File: src/rtl/edge_result_writer_if.sv
// Memory write port used by the Sobel result writer.
// The writer raises start_write for one cycle with addr_w/data_w already valid and
// holds them until the memory pulses write_done; it never starts a write while busy is high.
interface edge_result_writer_if #(
    parameter int ADDR_W = 8
);
    logic              busy;
    logic              write_done;
    logic              start_write;
    logic [ADDR_W-1:0] addr_w;
    logic [7:0]        data_w;

    modport master (
        input  busy,
        input  write_done,
        output start_write,
        output addr_w,
        output data_w
    );

    modport slave (
        output busy,
        output write_done,
        input  start_write,
        input  addr_w,
        input  data_w
    );
endinterface

File: src/rtl/edge_result_writer.sv
// Output stage of the Sobel pipeline. Walks a width x length frame in raster order,
// writes 0x00 on the 1-pixel border ring and the (optionally thresholded) gradient
// magnitude on interior pixels, taking interior values from a small input FIFO.
//
// Stream handshake (g side): a value transfers on every rising edge where
// g_valid && g_ready; g_ready is high whenever the FIFO has room outside IDLE.
module edge_result_writer #(
    parameter int ADDR_W     = 8,
    parameter int FIFO_DEPTH = 4
) (
    input  logic                clk,
    input  logic                n_rst,
    input  logic                start,
    input  logic [11:0]         width,
    input  logic [11:0]         length,
    input  logic [ADDR_W-1:0]   initial_addr_w,
    input  logic [7:0]          threshold,
    input  logic                binarize,
    input  logic [7:0]          g,
    input  logic                g_valid,
    output logic                g_ready,
    edge_result_writer_if.master mem,
    output logic                active,
    output logic                frame_done,
    output logic [1:0]          state_dbg
);

    localparam logic [1:0] S_IDLE  = 2'd0;
    localparam logic [1:0] S_ISSUE = 2'd1;
    localparam logic [1:0] S_WAIT  = 2'd2;
    localparam logic [1:0] S_DONE  = 2'd3;

    localparam int         PTR_W  = $clog2(FIFO_DEPTH);
    localparam logic [PTR_W:0] FIFO_FULL = (PTR_W+1)'(FIFO_DEPTH);

    logic [1:0]        state;
    logic [11:0]       wid_r;
    logic [11:0]       len_r;
    logic [7:0]        thr_r;
    logic              bin_r;
    logic [11:0]       row;
    logic [11:0]       col;
    logic [ADDR_W-1:0] addr;

    logic [7:0]        fifo_mem [FIFO_DEPTH];
    logic [PTR_W-1:0]  wr_ptr;
    logic [PTR_W-1:0]  rd_ptr;
    logic [PTR_W:0]    count;

    logic              border;
    logic              last_pix;
    logic              issue_now;
    logic              push;
    logic              pop;
    logic [7:0]        head;
    logic [7:0]        pix_data;

    // Pixel classification, issue condition and data selection for the current pixel.
    always_comb begin
        border    = (row == 12'd0) || (row == len_r - 12'd1) ||
                    (col == 12'd0) || (col == wid_r - 12'd1);
        last_pix  = (row == len_r - 12'd1) && (col == wid_r - 12'd1);
        issue_now = (state == S_ISSUE) && (border || (count != '0)) && !mem.busy;
        g_ready   = (count != FIFO_FULL) && (state != S_IDLE);
        push      = g_valid && g_ready;
        pop       = issue_now && !border;
        head      = fifo_mem[rd_ptr];
        if (border) begin
            pix_data = 8'h00;
        end else if (bin_r) begin
            pix_data = (head >= thr_r) ? 8'hFF : 8'h00;
        end else begin
            pix_data = head;
        end
        active    = (state == S_ISSUE) || (state == S_WAIT);
        state_dbg = state;
    end

    // FIFO storage; contents need no reset because count gates every read.
    always_ff @(posedge clk) begin
        if (push) begin
            fifo_mem[wr_ptr] <= g;
        end
    end

    // FIFO pointers and occupancy; DONE discards anything left over.
    always_ff @(posedge clk or negedge n_rst) begin
        if (!n_rst) begin
            wr_ptr <= '0;
            rd_ptr <= '0;
            count  <= '0;
        end else if (state == S_DONE) begin
            wr_ptr <= '0;
            rd_ptr <= '0;
            count  <= '0;
        end else begin
            if (push) begin
                wr_ptr <= wr_ptr + PTR_W'(1);
            end
            if (pop) begin
                rd_ptr <= rd_ptr + PTR_W'(1);
            end
            case ({push, pop})
                2'b10:   count <= count + (PTR_W+1)'(1);
                2'b01:   count <= count - (PTR_W+1)'(1);
                default: count <= count;
            endcase
        end
    end

    // Frame walker: capture configuration, issue one write per pixel, advance raster position.
    always_ff @(posedge clk or negedge n_rst) begin
        if (!n_rst) begin
            state           <= S_IDLE;
            wid_r           <= '0;
            len_r           <= '0;
            thr_r           <= '0;
            bin_r           <= 1'b0;
            row             <= '0;
            col             <= '0;
            addr            <= '0;
            mem.start_write <= 1'b0;
            mem.addr_w      <= '0;
            mem.data_w      <= '0;
            frame_done      <= 1'b0;
        end else begin
            mem.start_write <= 1'b0;
            frame_done      <= 1'b0;
            case (state)
                S_IDLE: begin
                    if (start) begin
                        wid_r <= width;
                        len_r <= length;
                        thr_r <= threshold;
                        bin_r <= binarize;
                        addr  <= initial_addr_w;
                        row   <= '0;
                        col   <= '0;
                        if ((width == 12'd0) || (length == 12'd0)) begin
                            state <= S_DONE;
                        end else begin
                            state <= S_ISSUE;
                        end
                    end
                end
                S_ISSUE: begin
                    if (issue_now) begin
                        mem.start_write <= 1'b1;
                        mem.addr_w      <= addr;
                        mem.data_w      <= pix_data;
                        state           <= S_WAIT;
                    end
                end
                S_WAIT: begin
                    if (mem.write_done) begin
                        addr <= addr + ADDR_W'(1);
                        if (last_pix) begin
                            state <= S_DONE;
                        end else begin
                            if (col == wid_r - 12'd1) begin
                                col <= '0;
                                row <= row + 12'd1;
                            end else begin
                                col <= col + 12'd1;
                            end
                            state <= S_ISSUE;
                        end
                    end
                end
                default: begin
                    frame_done <= 1'b1;
                    state      <= S_IDLE;
                end
            endcase
        end
    end

endmodule

File: src/flat_wrapper.sv
// flat-port wrapper written by rule: the top's interface ports become plain ports
module edge_result_writer_flat 
#(
    parameter int ADDR_W     = 8,
    parameter int FIFO_DEPTH = 4
)
  (clk, n_rst, start, width, length, initial_addr_w, threshold, binarize, g, g_valid, g_ready, active, frame_done, state_dbg, mem_busy, mem_write_done, mem_start_write, mem_addr_w, mem_data_w);
  edge_result_writer_if #(.ADDR_W(ADDR_W)) mem_i ();
  input  logic clk;
  input  logic n_rst;
  input  logic start;
  input  logic [11:0] width;
  input  logic [11:0] length;
  input  logic [ADDR_W-1:0] initial_addr_w;
  input  logic [7:0] threshold;
  input  logic binarize;
  input  logic [7:0] g;
  input  logic g_valid;
  output logic g_ready;
  output logic active;
  output logic frame_done;
  output logic [1:0] state_dbg;
  input wire logic [$bits(mem_i.busy)-1:0] mem_busy;
  input wire logic [$bits(mem_i.write_done)-1:0] mem_write_done;
  output wire logic [$bits(mem_i.start_write)-1:0] mem_start_write;
  output wire logic [$bits(mem_i.addr_w)-1:0] mem_addr_w;
  output wire logic [$bits(mem_i.data_w)-1:0] mem_data_w;
  assign mem_i.busy = mem_busy;
  assign mem_i.write_done = mem_write_done;
  assign mem_start_write = mem_i.start_write;
  assign mem_addr_w = mem_i.addr_w;
  assign mem_data_w = mem_i.data_w;
  edge_result_writer #(.ADDR_W(ADDR_W), .FIFO_DEPTH(FIFO_DEPTH)) u_core (.clk(clk), .n_rst(n_rst), .start(start), .width(width), .length(length), .initial_addr_w(initial_addr_w), .threshold(threshold), .binarize(binarize), .g(g), .g_valid(g_valid), .g_ready(g_ready), .mem(mem_i), .active(active), .frame_done(frame_done), .state_dbg(state_dbg));
endmodule
File: config.mk
export PLATFORM = sky130hd
export DESIGN_NAME = edge_result_writer_flat
export DESIGN_NICKNAME = d
export VERILOG_FILES = /design/src/rtl/edge_result_writer_if.sv /design/src/rtl/edge_result_writer.sv /design/src/flat_wrapper.sv
export SDC_FILE = /design/constraint.sdc
export NUM_CORES = 1
export LEC_CHECK = 0
export CORE_MARGIN = 3
export CORE_UTILIZATION = 40
export CTS_CLUSTER_DIAMETER = 40
export DETAILED_ROUTE_END_ITERATION = 10
export SLEW_MARGIN = 20
export SYNTH_ARGS = -nofsm -noshare
export SYNTH_HDL_FRONTEND = slang
export SYNTH_SLANG_ARGS = --single-unit
File: constraint.sdc
create_clock -name clk -period 4.65 [get_ports clk]
set_clock_uncertainty 0.1 [all_clocks]
set_input_delay 0.6975 -clock clk [delete_from_list [all_inputs] [get_ports clk]]
set_output_delay 0.6975 -clock clk [all_outputs]
set_load 0.02 [all_outputs]
==> reports/metrics.yaml <==
outcome: "complete, no violations"
place.gp.congestion: 0.8558
grt_pass1_wl_um: 25520
critPathArrivalTime_ns: 4.55
reg2reg_to: "u_core.count[2]"
nets: 756
grt_start_max_net_pins: 64
cp-start-kind: "flop"
num_rows: 46
finalSetupViolCount: 0
path_buf_inv: 2
drv_slew: 0
r2r_start: "u_core.len_r[0]"
cts_hold_buf: 0
wl_um: 15380
final_util_pct: 50.99
tightest_slew_ns: 0.8245
dieHeight_um: 135.1
power.leakage_uw: 0.003256
synth_top_family_by_area: "simple AND/OR/NAND/NOR gates"
io_buffers: 76
synth_fp_nets: 683
max_freq_mhz: 231.7
cp_num_cells: 14
synth-simple-area-share_pct: 16.22
vias: 4871
tritoncts: "done"
startpoint: "u_core.len_r[0]"
min_path_type: "primary input to asynchronous set/reset pin"
layout_min_cycle_time_ns: 4.316
synth_top_flop_cell: "dfrtp_1"
post-route-period-util_pct: 92.81
vias_per_cell: 5.388
antenna_found_initial: 0
finalSetupTns_ns: 0
critical_path.endpoint: "u_core.count[2]"
crit_path_end_kind: "flop"
clk_pin_slew_worst_paths_ns: 0.06
yosysTopAreaCell: "dfrtp_1"
synth_xor_area_share_pct: 4.730
syn_area_per_cell_um2: 11.07
post_cts.repair.setup_buffers: 0
cts_buffers: 17
area_growth_pct: 23.25
worstPathCellList: "inv_1, ha_1, or3b_2, a211oi_1, nor4_1, nor4_1, nor3_1, nor4b_2, ha_1, inv_1, fa_1, xor2_1, or3_1, a21oi_1"
synthMuxAreaShare_pct: 10.87
htreeDepth: 4
worstSkewPairLatency_ns: 0.42
fin_hold_ws_ns: 0.2810
ant_nets: 0
start_util_pct: 41.37
syn_area_um2: 6666
yosysWarnings: 0
powerDensity_nw_per_um2: 612.3
grt.overflow.total: 0
drcViolationCount: 0
dr.first_iter.drc_count: 267
r2r_setup_slack_ns: 0.33
wl_per_cell_um: 17.02
fill_cells: 1447
grt_pass1_vias: 5027
finalHoldViolCount: 0
critPathTopFamily: "simple AND/OR/NAND/NOR gates"
fp.coreArea_um2: 16120
ys_seq_elements: 124
clockBufferDepth: 2
p_total_uw: 5031
critPathKind: "flop to flop"
drv_cap: 0
drtPass1Iterations: 4
cp.required_ns: 4.89
relSlewSlack_pct: 45.03
drive_gt1_share_pct: 15.12
num_io_pins: 77
diodes: 0
yosysUniqueCellTypes: 68
ir_worst_vdd_uv: 290.2
synth-adder-area-share_pct: 4.992
yosys.area.top_type_share_pct: 34.53
max_stage_delay_ns: 0.56
track_usage_pct: 17.68
synth_compound_area_share_pct: 10.17
root_buffer: "clkbuf_16"
synth_edf_count: 32
cts_sinks: 124
ctsResizeCount: 0
rsz0062_at_grt: "false"
synthTopCellsByArea: "dfrtp_1, edfxtp_1, mux2_2"
crit_path_top_delay_cell: "nor4b_2"
die_area_um2: 18250
die_x_um: 135.1
cp_max_fo: 7
worstRegToRegCells: 14
ys_seq_area_share_pct: 48.95
syn_inst: 602
dpl.hpwl_um: 11110
ys_async_sr_fraction_pct: 74.19
how the worst min path moves through the flow:
stage / start / endpoint / slack (ns) / depth (start not counted)
floorplan: n_rst / u_core.addr[0] / 0.30 / 0
global placement: u_core.mem.addr_w[7] / u_core.mem.addr_w[7] / 0.38 / 1
detailed placement: u_core.mem.addr_w[7] / u_core.mem.addr_w[7] / 0.38 / 1
CTS: n_rst / u_core.len_r[7] / 0.30 / 1
global route: n_rst / u_core.len_r[8] / 0.34 / 1
finish: n_rst / u_core.len_r[3] / 0.28 / 1
where the power goes:
part           switching (uW)  internal, uW
Sequential                340          1450
Clock                     553           764
Combinational            1010           906
stage by stage:
step | cell area (um^2) | instances | worst slack, ns
after floorplan | 6666 | 602 | 0.7663
after global placement | 7619 | 872 | 0.5621
after detailed placement | 7619 | 872 | 0.3475
after CTS | 8217 | 904 | 0.3253
after global routing | 8217 | 904 | 0.01282
final | 8217 | 904 | 0.3342
cell families after synthesis:
group | Yosys count
compound gates | 104
xor+xnor | 36
fa+ha+maj | 26
buf+inv | 68
flops | 124
mux | 57
simple gates | 187
area by class of cell:
cell class / count / area, um^2 / area share [%]
inverter: 40 / 150.1 / 1.827
sequential: 124 / 3263 / 39.71
clock inverter: 15 / 172.7 / 2.101
multi-input combinational: 410 / 3132 / 38.11
tap: 216 / 270.3 / 3.289
clock buffer: 17 / 425.4 / 5.177
timing repair buffer: 82 / 803.3 / 9.776
cells in the final DEF (no fill, tap or decap), types with 10 or more instances in the layout:
cell	count
o22ai_1	15
inv_1	40
nor4_1	14
nor3_1	10
xor2_1	13
nand3_1	27
dfrtp_1	92
clkbuf_16	17
mux2_2	42
a21oi_1	26
ha_1	25
nand2_1	22
nor2_1	35
clkdlybuf4s50_1	75
and3_1	13
edfxtp_1	32
xnor2_1	23
o21ai_0	23
nand2b_1	12
cell usage after synthesis, types with 9 or more instances:
| cell | n |
|---|---|
| edfxtp_1 | 32 |
| nand3_1 | 27 |
| clkbuf_1 | 15 |
| xnor2_1 | 23 |
| nand2_1 | 22 |
| or3_1 | 9 |
| dfrtp_1 | 92 |
| inv_1 | 40 |
| o22ai_1 | 15 |
| and3_1 | 13 |
| nor4_1 | 14 |
| nor3_1 | 10 |
| nor2_1 | 35 |
| o21ai_0 | 23 |
| xor2_1 | 13 |
| ha_1 | 25 |
| a21oi_1 | 26 |
| nand2b_1 | 12 |
| mux2_2 | 42 |
registers in the layout, summed over array words and instances, names as in the netlist, 3 cells and up:
name	flops
u_core.mem.data_w	8
u_core.wid_r	12
u_core.row	12
u_core.mem.addr_w	8
u_core.count	3
u_core.fifo_mem	32
u_core.col	12
u_core.len_r	12
u_core.addr	8
u_core.thr_r	8
layer usage:
layer | share of wire (%) | global-route usage, % | vias up
li1 | - | - | 2375
met4 | 1.8 | 6.047 | 0
met3 | 3.5 | 3.949 | 20
met1 | 46 | 23.26 | 2387
met5 | 0 | 0 | -
met2 | 48 | 28.95 | 89
Note: power is estimated with default switching activity, not from simulation.
